--- src/rtl/pl_pc_seq_pkg.sv ---
// Shared definitions for the pc sequencer: FSM states, mcause values and
// exception codes used by the IF-stage pc logic and the CSR write port.
package pl_defs;

    typedef enum logic [1:0] {
        ST_BOOT  = 2'd0,
        ST_RUN   = 2'd1,
        ST_DRAIN = 2'd2,
        ST_TRAP  = 2'd3
    } seq_state_e;

    localparam logic [31:0] MCAUSE_MEI = 32'h8000_000B;

    localparam logic [3:0] EXC_INSTR_MISALIGN = 4'd0;
    localparam logic [3:0] EXC_ILLEGAL_INSTR  = 4'd2;
    localparam logic [3:0] EXC_BREAKPOINT     = 4'd3;
    localparam logic [3:0] EXC_ECALL_M        = 4'd11;

    // Synchronous exceptions carry a clear interrupt bit in mcause.
    function automatic logic [31:0] exc_mcause(input logic [3:0] code);
        return {28'd0, code};
    endfunction

endpackage

--- src/rtl/pl_pc_seq_if.sv ---
// Pipeline <-> pc sequencer bundle: redirect/trap sources in, npc and the
// mepc/mcause write port out.
interface pl_pc_seq_if;
    logic [31:0] pc;
    logic        stall;
    logic        redirect;
    logic [31:0] redirect_tgt;
    logic        exc;
    logic [31:0] exc_pc;
    logic [3:0]  exc_cause;
    logic        mret;
    logic [31:0] mepc_in;
    logic [31:0] mtvec;
    logic        irq;
    logic        fpu_busy;
    logic [31:0] npc;
    logic        wpc;
    logic        fetch_kill;
    logic        epc_we;
    logic [31:0] epc_out;
    logic [31:0] cause_out;
    logic        irq_ack;

    modport master (
        output pc, stall, redirect, redirect_tgt, exc, exc_pc, exc_cause,
               mret, mepc_in, mtvec, irq, fpu_busy,
        input  npc, wpc, fetch_kill, epc_we, epc_out, cause_out, irq_ack
    );

    modport slave (
        input  pc, stall, redirect, redirect_tgt, exc, exc_pc, exc_cause,
               mret, mepc_in, mtvec, irq, fpu_busy,
        output npc, wpc, fetch_kill, epc_we, epc_out, cause_out, irq_ack
    );
endinterface

--- src/rtl/pl_pc_drain_cnt.sv ---
// Saturating drain counter: counts killed-fetch cycles ahead of an interrupt
// trap and flags when the pipeline behind IF is empty.
module pl_pc_drain_cnt #(
    parameter int DRAIN_CYCLES = 4,
    parameter int CW           = 3
) (
    input  logic clk,
    input  logic clrn,
    input  logic clr,
    input  logic inc,
    output logic done
);

    logic [CW-1:0] cnt_r;
    logic          done_s;

    assign done_s = (cnt_r == CW'(DRAIN_CYCLES));
    assign done   = done_s;

    // Count register: clear wins over increment, holds once saturated.
    always_ff @(posedge clk or negedge clrn) begin
        if (!clrn) begin
            cnt_r <= {CW{1'b0}};
        end else if (clr) begin
            cnt_r <= {CW{1'b0}};
        end else if (inc && !done_s) begin
            cnt_r <= cnt_r + {{(CW-1){1'b0}}, 1'b1};
        end else begin
            cnt_r <= cnt_r;
        end
    end

endmodule

--- src/rtl/pl_pc_seq.sv ---
// Program-counter sequencer: picks npc/wpc each cycle among sequential fetch,
// stall, redirect, exception, mret and a precisely drained external interrupt.
module pl_pc_seq
    import pl_defs::*;
#(
    parameter logic [31:0] RESET_PC     = 32'h0000_0000,
    parameter int          DRAIN_CYCLES = 4,
    parameter int          CW           = 3
) (
    input  logic         clk,
    input  logic         clrn,
    pl_pc_seq_if.slave   bus
);

    seq_state_e  state_r;
    seq_state_e  state_nxt_s;
    logic        cnt_clr_s;
    logic        cnt_inc_s;
    logic        drain_done_s;
    logic [31:0] pc_inc_s;
    logic [31:0] npc_s;
    logic        wpc_s;
    logic        kill_s;
    logic        epc_we_s;
    logic [31:0] epc_out_s;
    logic [31:0] cause_out_s;
    logic        irq_ack_s;

    assign pc_inc_s = bus.pc + 32'd4;

    pl_pc_drain_cnt #(
        .DRAIN_CYCLES (DRAIN_CYCLES),
        .CW           (CW)
    ) u_drain_cnt (
        .clk  (clk),
        .clrn (clrn),
        .clr  (cnt_clr_s),
        .inc  (cnt_inc_s),
        .done (drain_done_s)
    );

    // State register; reset restarts fetch from RESET_PC via BOOT.
    always_ff @(posedge clk or negedge clrn) begin
        if (!clrn) begin
            state_r <= ST_BOOT;
        end else begin
            state_r <= state_nxt_s;
        end
    end

    // Next-state and pc/CSR-port outputs.
    always_comb begin
        state_nxt_s = state_r;
        npc_s       = pc_inc_s;
        wpc_s       = 1'b1;
        kill_s      = 1'b0;
        epc_we_s    = 1'b0;
        epc_out_s   = 32'd0;
        cause_out_s = 32'd0;
        irq_ack_s   = 1'b0;
        cnt_clr_s   = 1'b0;
        cnt_inc_s   = 1'b0;
        case (state_r)
            ST_BOOT: begin
                npc_s       = RESET_PC;
                state_nxt_s = ST_RUN;
            end
            ST_RUN: begin
                if (bus.exc) begin
                    npc_s       = bus.mtvec;
                    kill_s      = 1'b1;
                    epc_we_s    = 1'b1;
                    epc_out_s   = bus.exc_pc;
                    cause_out_s = exc_mcause(bus.exc_cause);
                end else if (bus.mret) begin
                    npc_s  = bus.mepc_in;
                    kill_s = 1'b1;
                end else if (bus.redirect) begin
                    npc_s  = bus.redirect_tgt;
                    kill_s = 1'b1;
                end else if (bus.irq && !bus.stall) begin
                    wpc_s       = 1'b0;
                    kill_s      = 1'b1;
                    cnt_clr_s   = 1'b1;
                    state_nxt_s = ST_DRAIN;
                end else if (bus.stall) begin
                    wpc_s = 1'b0;
                end else begin
                    npc_s = pc_inc_s;
                end
            end
            ST_DRAIN: begin
                kill_s    = 1'b1;
                cnt_inc_s = 1'b1;
                if (bus.exc) begin
                    npc_s       = bus.mtvec;
                    epc_we_s    = 1'b1;
                    epc_out_s   = bus.exc_pc;
                    cause_out_s = exc_mcause(bus.exc_cause);
                    state_nxt_s = ST_RUN;
                end else begin
                    // An older branch still resolving in EX must land even
                    // while fetch is held; mret here is younger and dropped.
                    wpc_s = bus.redirect;
                    if (bus.redirect) begin
                        npc_s = bus.redirect_tgt;
                    end else begin
                        npc_s = pc_inc_s;
                    end
                    if (!bus.irq) begin
                        state_nxt_s = ST_RUN;
                    end else if (drain_done_s && !bus.fpu_busy && !bus.redirect) begin
                        state_nxt_s = ST_TRAP;
                    end else begin
                        state_nxt_s = ST_DRAIN;
                    end
                end
            end
            ST_TRAP: begin
                npc_s       = bus.mtvec;
                kill_s      = 1'b1;
                epc_we_s    = 1'b1;
                epc_out_s   = bus.pc;
                cause_out_s = MCAUSE_MEI;
                irq_ack_s   = 1'b1;
                state_nxt_s = ST_RUN;
            end
            default: begin
                npc_s       = RESET_PC;
                state_nxt_s = ST_BOOT;
            end
        endcase
    end

    assign bus.npc        = npc_s;
    assign bus.wpc        = wpc_s;
    assign bus.fetch_kill = kill_s;
    assign bus.epc_we     = epc_we_s;
    assign bus.epc_out    = epc_out_s;
    assign bus.cause_out  = cause_out_s;
    assign bus.irq_ack    = irq_ack_s;

endmodule
--- src/flat_wrapper.sv ---
// flat-port wrapper written by rule: the top's interface ports become plain ports
module pl_pc_seq_flat import pl_defs::*;
#(
    parameter logic [31:0] RESET_PC     = 32'h0000_0000,
    parameter int          DRAIN_CYCLES = 4,
    parameter int          CW           = 3
)
  (clk, clrn, bus_pc, bus_stall, bus_redirect, bus_redirect_tgt, bus_exc, bus_exc_pc, bus_exc_cause, bus_mret, bus_mepc_in, bus_mtvec, bus_irq, bus_fpu_busy, bus_npc, bus_wpc, bus_fetch_kill, bus_epc_we, bus_epc_out, bus_cause_out, bus_irq_ack);
  pl_pc_seq_if bus_i ();
  input  logic clk;
  input  logic clrn;
  input wire logic [$bits(bus_i.pc)-1:0] bus_pc;
  input wire logic [$bits(bus_i.stall)-1:0] bus_stall;
  input wire logic [$bits(bus_i.redirect)-1:0] bus_redirect;
  input wire logic [$bits(bus_i.redirect_tgt)-1:0] bus_redirect_tgt;
  input wire logic [$bits(bus_i.exc)-1:0] bus_exc;
  input wire logic [$bits(bus_i.exc_pc)-1:0] bus_exc_pc;
  input wire logic [$bits(bus_i.exc_cause)-1:0] bus_exc_cause;
  input wire logic [$bits(bus_i.mret)-1:0] bus_mret;
  input wire logic [$bits(bus_i.mepc_in)-1:0] bus_mepc_in;
  input wire logic [$bits(bus_i.mtvec)-1:0] bus_mtvec;
  input wire logic [$bits(bus_i.irq)-1:0] bus_irq;
  input wire logic [$bits(bus_i.fpu_busy)-1:0] bus_fpu_busy;
  output wire logic [$bits(bus_i.npc)-1:0] bus_npc;
  output wire logic [$bits(bus_i.wpc)-1:0] bus_wpc;
  output wire logic [$bits(bus_i.fetch_kill)-1:0] bus_fetch_kill;
  output wire logic [$bits(bus_i.epc_we)-1:0] bus_epc_we;
  output wire logic [$bits(bus_i.epc_out)-1:0] bus_epc_out;
  output wire logic [$bits(bus_i.cause_out)-1:0] bus_cause_out;
  output wire logic [$bits(bus_i.irq_ack)-1:0] bus_irq_ack;
  assign bus_i.pc = bus_pc;
  assign bus_i.stall = bus_stall;
  assign bus_i.redirect = bus_redirect;
  assign bus_i.redirect_tgt = bus_redirect_tgt;
  assign bus_i.exc = bus_exc;
  assign bus_i.exc_pc = bus_exc_pc;
  assign bus_i.exc_cause = bus_exc_cause;
  assign bus_i.mret = bus_mret;
  assign bus_i.mepc_in = bus_mepc_in;
  assign bus_i.mtvec = bus_mtvec;
  assign bus_i.irq = bus_irq;
  assign bus_i.fpu_busy = bus_fpu_busy;
  assign bus_npc = bus_i.npc;
  assign bus_wpc = bus_i.wpc;
  assign bus_fetch_kill = bus_i.fetch_kill;
  assign bus_epc_we = bus_i.epc_we;
  assign bus_epc_out = bus_i.epc_out;
  assign bus_cause_out = bus_i.cause_out;
  assign bus_irq_ack = bus_i.irq_ack;
  pl_pc_seq #(.RESET_PC(RESET_PC), .DRAIN_CYCLES(DRAIN_CYCLES), .CW(CW)) u_core (.clk(clk), .clrn(clrn), .bus(bus_i));
endmodule
--- config.mk ---
export PLATFORM = sky130hd
export DESIGN_NAME = pl_pc_seq_flat
export DESIGN_NICKNAME = d
export VERILOG_FILES = /design/src/rtl/pl_pc_seq_pkg.sv /design/src/rtl/pl_pc_seq_if.sv /design/src/rtl/pl_pc_drain_cnt.sv /design/src/rtl/pl_pc_seq.sv /design/src/flat_wrapper.sv
export SDC_FILE = /design/constraint.sdc
export NUM_CORES = 1
export LEC_CHECK = 0
export CAP_MARGIN = 20
export CORE_AREA = 2 2 106 108
export DETAILED_ROUTE_END_ITERATION = 10
export DIE_AREA = 0 0 108 110
export GPL_TIMING_DRIVEN = 0
export HOLD_SLACK_MARGIN = 0.1
export PLACE_DENSITY = 0.76
export SLEW_MARGIN = 20
export SYNTH_ARGS = -nofsm -noshare
export SYNTH_HDL_FRONTEND = slang
export SYNTH_SLANG_ARGS = --single-unit
--- constraint.sdc ---
create_clock -name clk -period 6.1 [get_ports clk]
set_input_delay 1.83 -clock clk [delete_from_list [all_inputs] [get_ports clk]]
set_output_delay 1.83 -clock clk [all_outputs]
set_load 0.05 [all_outputs]
==> run metrics, run 1 <==
sequential fraction of the synthesis area 3.96%; pwr/cell area approximately 450 nW/um^2; Post-Route WL 17700 um; P&R area growth vs syn 89.8%; IO Count around 270; Final nets roughly 930; top cells by count, synth a22o_1, nor2_1, clkbuf_1, o21ai_0, a221oi_1; CP max stage cell dlygate4sd2_1; pin count of the biggest net entering global routing 11; clk slew on worst S/H paths approximately 40 ps; Worst R2R Path Depth 8; crit path launch type input pin; top cells by area, synth a22o_1, a221oi_1, buf_4, o21ai_0, xnor2_1; all-layer global routing usage roughly 28%; Avg Synthesized Cell Area 6.74 um^2; hold_buf cts 0; final period utilization 98.8%; cell count along the critical path 7; fin util between 50% and 60%; DRT iter0 DRCs 267; port buffer count roughly 240; post-route setup TNS 0 ps; Critical Path Max Stage Delay ~580 ps; Setup Skew 2.20 ps; Yosys reg bits 5; Vias between 4k and 5k; CTS Root Cell clkbuf_8; Rows 38; max_cap viols 0; worst path cell trace clkdlybuf4s50_1 > inv_2 > clkbuf_2 > o21ai_0 > a22o_1 > a221oi_1 > dlygate4sd2_1; WHS around 600 ps; DRC violations left 0; Top FF cell, synth dfrtp_1; insertion delay to the later sink of the worst-skew pair between 200 and 250 ps; Fmax about 170 MHz; fraction of layout cells with a size suffix above 1 between 15 and 20%; Slew Limit Headroom between 50% and 60%; Worst Path Max Fanout 10; first-pass GRT wire length ~26000 um; per-cell routed wire length about 20 um; Remaining Overflow, GRT 0; Diodes inserted 0; Max VDD drop between 0.0002 and 0.00025 V; hold path cells 2; count of flip-flops with a built-in enable after synthesis 0; Die ar. 11900 um^2; crit path buf inv count 4; Final Hold Viols 0; minimum clock period 6030 ps; Yosys warnings 0; Initial Utilization around 30%; vias in the first global route around 5k; CTS tree built; CP required about 4300 ps; GRT busiest layer met2; Cell Count, Final, Fillers Out ~890; async set or reset register ratio after synthesis 100%; Max clock buf depth 2; cell taking the most area after synthesis a22o_1; met1 Track Usage GR roughly a third; post-synthesis cell area 3160 um^2; Min-Delay Path Class reg -> reg; initial antenna violation count 0; Synth top area share approximately 11%; endpoints failing setup 0; met3 GRT Util around 3.9%; number of CTS-inserted buffers 3; status complete, no violations; Final Max Slew Viols 0; Num Clock Sinks 5; Pleak ~0.0026 uW; met2 Use GR 51.5%; Placed Cells just under 900; critical path's top delay family buffers and inverters; crit path capture type output port; Critical Path AT 4200 ps; Die Y approximately 110 um; DP HPWL 14100 um; Mapped Cells between 400 and 500; drt first pass iters 5; drt via density approximately 5.6; Post-DRT Antenna Nets 0; critical path class in -> out; core area 10700 um^2; chip width roughly 110 um; synth unique cells 61; Least-Margin Pin Slew 725 ps; # H-tree levels 1; GP Congestion between 0.8 and 0.9
==> per-stage QoR <==
stage / cell area (um^2) / setup WS, ps / power [uW]
floorplan: 3290 / 29.2 / 1830
global placement: 5880 / -926 / 2680
detailed placement: 5880 / -929 / 2700
CTS: 5950 / -8.24 / 2700
global route: 6000 / -4.67 / 2840
finish: 6000 / 70.7 / 2710
==> worst paths after layout <==
check / startpoint / to / slack, ps
setup reg to reg: u_core.state_r[0] / u_core.u_drain_cnt.cnt_r[1] / 3860
hold / removal: u_core.u_drain_cnt.cnt_r[0] / u_core.u_drain_cnt.cnt_r[0] / 590
max in group asynchronous: clrn / u_core.u_drain_cnt.cnt_r[1] / 3980
hold reg to reg: u_core.u_drain_cnt.cnt_r[0] / u_core.u_drain_cnt.cnt_r[0] / 590
setup / recovery: bus_mret / bus_npc[6] / 70
min in group asynchronous: clrn / u_core.state_r[1] / 1880
==> placed cells by master, fill, tap and decap left out, drive strengths merged, types with 3 or more instances in the layout <==
cell           netlist  routed
dlymetal6s2s         0      11
dfrtp                5       5
nor2                41      41
dlygate4sd2          0      21
and3                 3       3
o31a                 6       6
nor2b                4       4
nand2b               8       8
xnor2               19      19
a22oi                7       7
a2bb2oi              7       7
ha                   8       8
clkdlybuf4s15        0      15
a21oi               13      13
nand3                7       7
clkdlybuf4s50        0     178
clkbuf              39      43
o311ai               6       6
nor4                12      12
a221oi              33      33
a2111oi              7       7
a22o                41      41
nor3                13      13
o21a                 7       7
o21ai               36      36
nand4                9       9
mux2                 4       4
inv                 32      32
a21o                 3       3
buf                 35      58
nand2               26      26
conb                 1      27
a221o               10      10
==> per-layer routing <==
metal / up-vias / part of all wire (%) / routed length (um)
li1: 2307 / - / -
met1: 2299 / 39 / 6920
met2: 287 / 50 / 8800
met3: 35 / 8.5 / 1510
met4: 0 / 2.6 / 458
met5: - / 0 / 0
==> report_power, final <==
group	internal [uW]	leakage (uW)	switching, uW
Combinational	846	0.00249	1730
Clock	45.0	0.0000228	17.6
Sequential	51.2	0.0000587	16.2
Total	942	0.00257	1760
==> worst min-delay path: stages, from the launching register on <==
cell and delay (ps):
dfrtp_1 380, xnor2_1 130, a21oi_1 40
==> logic make-up (layout without fill, tap and decap cells) <==
kind of cell | Yosys count | count (layout) | synth area share, %
buffers and inverters | 108 | 360 | 16.5
adder cells (fa/ha/maj) | 8 | 8 | 3.17
XOR/XNOR | 21 | 21 | 5.82
flip-flops | 5 | 5 | 3.96
AO/OA/AOI/OAI | 189 | 189 | 46.5
multiplexers | 4 | 4 | 1.42
AND/OR/NAND/NOR | 133 | 133 | 22.5
other | 1 | 27 | 0.119
==> state kept, by name, summed over array words and instances (netlist names) <==
register / flops
u_core.state_r: 2
u_core.u_drain_cnt.cnt_r: 3
==> cell type report <==
| class | instances | area (um^2) |
|---|---|---|
| well taps | 140 | 175 |
| fillers | 1061 | 4700 |
| repair buffers | 249 | 2430 |
| plain buffers | 73 | 412 |
| flip-flops and latches | 5 | 125 |
| inverters | 34 | 128 |
| clock buffers | 4 | 45.0 |
| multi-input cells | 382 | 2680 |
==> what timing repair did <==
item | CTS | global route
resized for setup | 188 | 30
pin swaps | 3 | 3
endpoints found under the setup margin | 64 | 42
setup buffers | 7 | 1
No activity file was read; power rests on OpenSTA's default activity.
==> inputs of run 2 (changes only) <==
--- a/config.mk
+++ b/config.mk
@@ -6,12 +6,13 @@
 export NUM_CORES = 1
 export LEC_CHECK = 0
 export CAP_MARGIN = 20
-export CORE_AREA = 2 2 106 108
+export CORE_MARGIN = 2
+export CORE_UTILIZATION = 30
 export DETAILED_ROUTE_END_ITERATION = 10
-export DIE_AREA = 0 0 108 110
+export GPL_ROUTABILITY_DRIVEN = 0
 export GPL_TIMING_DRIVEN = 0
 export HOLD_SLACK_MARGIN = 0.1
-export PLACE_DENSITY = 0.76
+export PLACE_DENSITY = 0.85
 export SLEW_MARGIN = 20
 export SYNTH_ARGS = -nofsm -noshare
 export SYNTH_HDL_FRONTEND = slang
==> constraint.sdc (replaced) <==
create_clock -name clk -period 5.5 [get_ports clk]
set_input_delay 1.65 -clock clk [delete_from_list [all_inputs] [get_ports clk]]
set_output_delay 1.65 -clock clk [all_outputs]
set_load 0.05 [all_outputs]
==> run metrics, run 2 (synthesis gave the netlist of run 1 again) <==
status complete, no violations; Die Y around 110 um; biggest regs u_core.u_drain_cnt.cnt_r: 3 flops, u_core.state_r: 2 flops; GRT busiest layer met2; Post-DRT Antenna Nets 0; RSZ-0062 raised after global routing no; number of CTS-inserted buffers 3; IO Count between 200 and 300; CTS tree built; Least-Margin Pin Slew approximately 970 ps; pwr/cell area between 500 and 600 nW/um^2; drt first pass iters 5; Critical Path AT between 3000 and 4000 ps; DRT iter0 DRCs 348; endpoints failing setup 0; FF+latch area 125 um^2; core area a little over 10000 um^2; commonest non-fill, non-tap cell in the layout clkdlybuf4s50_1; all-layer global routing usage 30.0%; Num Clock Sinks 5; Min-Delay Path Class reg -> reg; Post-Route WL roughly 18000 um; # H-tree levels 1; fraction of layout cells with a size suffix above 1 19.2%; Worst Path Max Fanout 10; Setup Skew roughly 1.3 ps; DP HPWL roughly 14000 um; DRC violations left 0; initial antenna violation count 0; commonest non-fill, non-tap cells in the layout clkdlybuf4s50_1, buf_4, a22o_1; total power a little over 3000 uW; Slew Limit Headroom around a third; chip width 107 um; multi-input gate area in the final layout around 2900 um^2; Fmax roughly 180 MHz; Final nets between 900 and 1k; crit path buf inv count 4; number of flip-flops in the largest register 3; CTS Root Cell clkbuf_8; met1 Track Usage GR about a third; Remaining Overflow, GRT 0; vias in the first global route between 5k and 6k; critical path's top delay family buffers and inverters; fin util around three fifths; minimum clock period 5440 ps; Vias just over 5k; Cell Count, Final, Fillers Out roughly 880; Final Max Slew Viols 0; CP max stage cell clkdlybuf4s50_1; P&R area growth vs syn 91.6%; Pleak approximately 0.0026 uW; Critical Path Max Stage Delay approximately 560 ps; Biggest register u_core.u_drain_cnt.cnt_r; per-cell routed wire length 20.3 um; clk slew on worst S/H paths 40 ps; Diodes inserted 0; Placed Cells just under 900; max_cap viols 0; crit path capture type output port; critical path class in -> out; worst slack at placement -1170 ps; first-pass GRT wire length 27300 um; Die ar. about 11000 um^2; Max clock buf depth 2; Initial Utilization a little under a third; Fillers around 970; met3 GRT Util under 10%; Rows 37; CP required 3850 ps; drt via density approximately 5.8; final setup margin between 50 and 60 ps; Max VDD drop 0.000294 V; port buffer count around 240; met2 Use GR a little over half; pin count of the biggest net entering global routing 20; final period utilization 98.9%; Final Hold Viols 0; crit path launch type input pin; worst path cell trace clkdlybuf4s50_1 > inv_2 > clkbuf_4 > o21ai_0 > a221o_1 > a221oi_2 > buf_4; insertion delay to the later sink of the worst-skew pair 220 ps
## run 2: cell types whose count changed in the layout (fill, tap and decap cells not counted), moves of 4 or more
cell,delta
clkdlybuf4s50_1,-18
buf_6,+9
clkbuf_2,+7
a221oi_1,-15
buf_2,+6
a221oi_2,+15
a2111oi_4,+4
clkdlybuf4s15_2,-13
dlygate4sd2_1,+15
a2111oi_2,-4
dlymetal6s2s_1,-8
## run 2: worst paths after layout
kind	cells past startpoint	startpoint	endpoint	slack, ps
max reg2reg	8	u_core.state_r[0]	u_core.u_drain_cnt.cnt_r[1]	3190
min in group asynchronous	1	clrn	u_core.u_drain_cnt.cnt_r[1]	1660
max	7	bus_mret	bus_npc[10]	60
min reg2reg	2	u_core.u_drain_cnt.cnt_r[0]	u_core.u_drain_cnt.cnt_r[0]	610
max in group asynchronous	1	clrn	u_core.u_drain_cnt.cnt_r[2]	3640
min	2	u_core.u_drain_cnt.cnt_r[0]	u_core.u_drain_cnt.cnt_r[0]	610
## run 2: repair_timing
action	in CTS	in global routing
gates cloned	0	0
buffers inserted	7	0
hold buffers	0	0
resized for setup	245	55
setup endpoints to repair	70	46
pin swaps	5	5
## run 2: worst min-delay path, delay by kind of cell, from the launching register on
family | cells | cell delay, ps
DFF | 1 | 390
AOI/OAI and AO/OA | 1 | 40
xor gates and xnor gates | 1 | 130
## run 2: per-stage QoR
step	setup TNS [ps]	area (um^2)	hold WS [ps]
4_1_cts	0	6100	603
3_5_place_dp	-57740	6010	591
6_report	0	6060	612
5_1_grt	0	6060	646
3_3_place_gp	-56100	6010	565
2_1_floorplan	-25.0	3430	549
## run 2: layer usage
layer  share of wire [%]  vias up
met5                   0        -
met4                 4.0        0
met3                 9.8       61
met2                  49      356
met1                  37     2391
li1                    -     2297
## run 2: power breakdown
| part | internal, uW | total (uW) | switching [uW] |
|---|---|---|---|
| clock | 49.8 | 67.6 | 17.9 |
| sequential | 56.9 | 76.3 | 19.4 |
| combinational | 954 | 2960 | 2000 |
| total | 1060 | 3100 | 2040 |
## run 2: final cells by class
class	instances	area share, %
Multi-Input combinational cell	382	47.1
Timing Repair Buffer	248	38.2
Buffer	72	6.90
Tap cell	136	2.81
Inverter	34	2.11
Sequential cell	5	2.07
Clock buffer	4	0.743
==> inputs of run 3 (changes only) <==
--- a/config.mk
+++ b/config.mk
@@ -8,6 +8,7 @@
 export CAP_MARGIN = 20
 export CORE_MARGIN = 2
 export CORE_UTILIZATION = 30
+export CTS_CLUSTER_DIAMETER = 50
 export DETAILED_ROUTE_END_ITERATION = 10
 export GPL_ROUTABILITY_DRIVEN = 0
 export GPL_TIMING_DRIVEN = 0
==> results of run 3 <==
Final layout, timing and power as in run 2 (identical DEF).
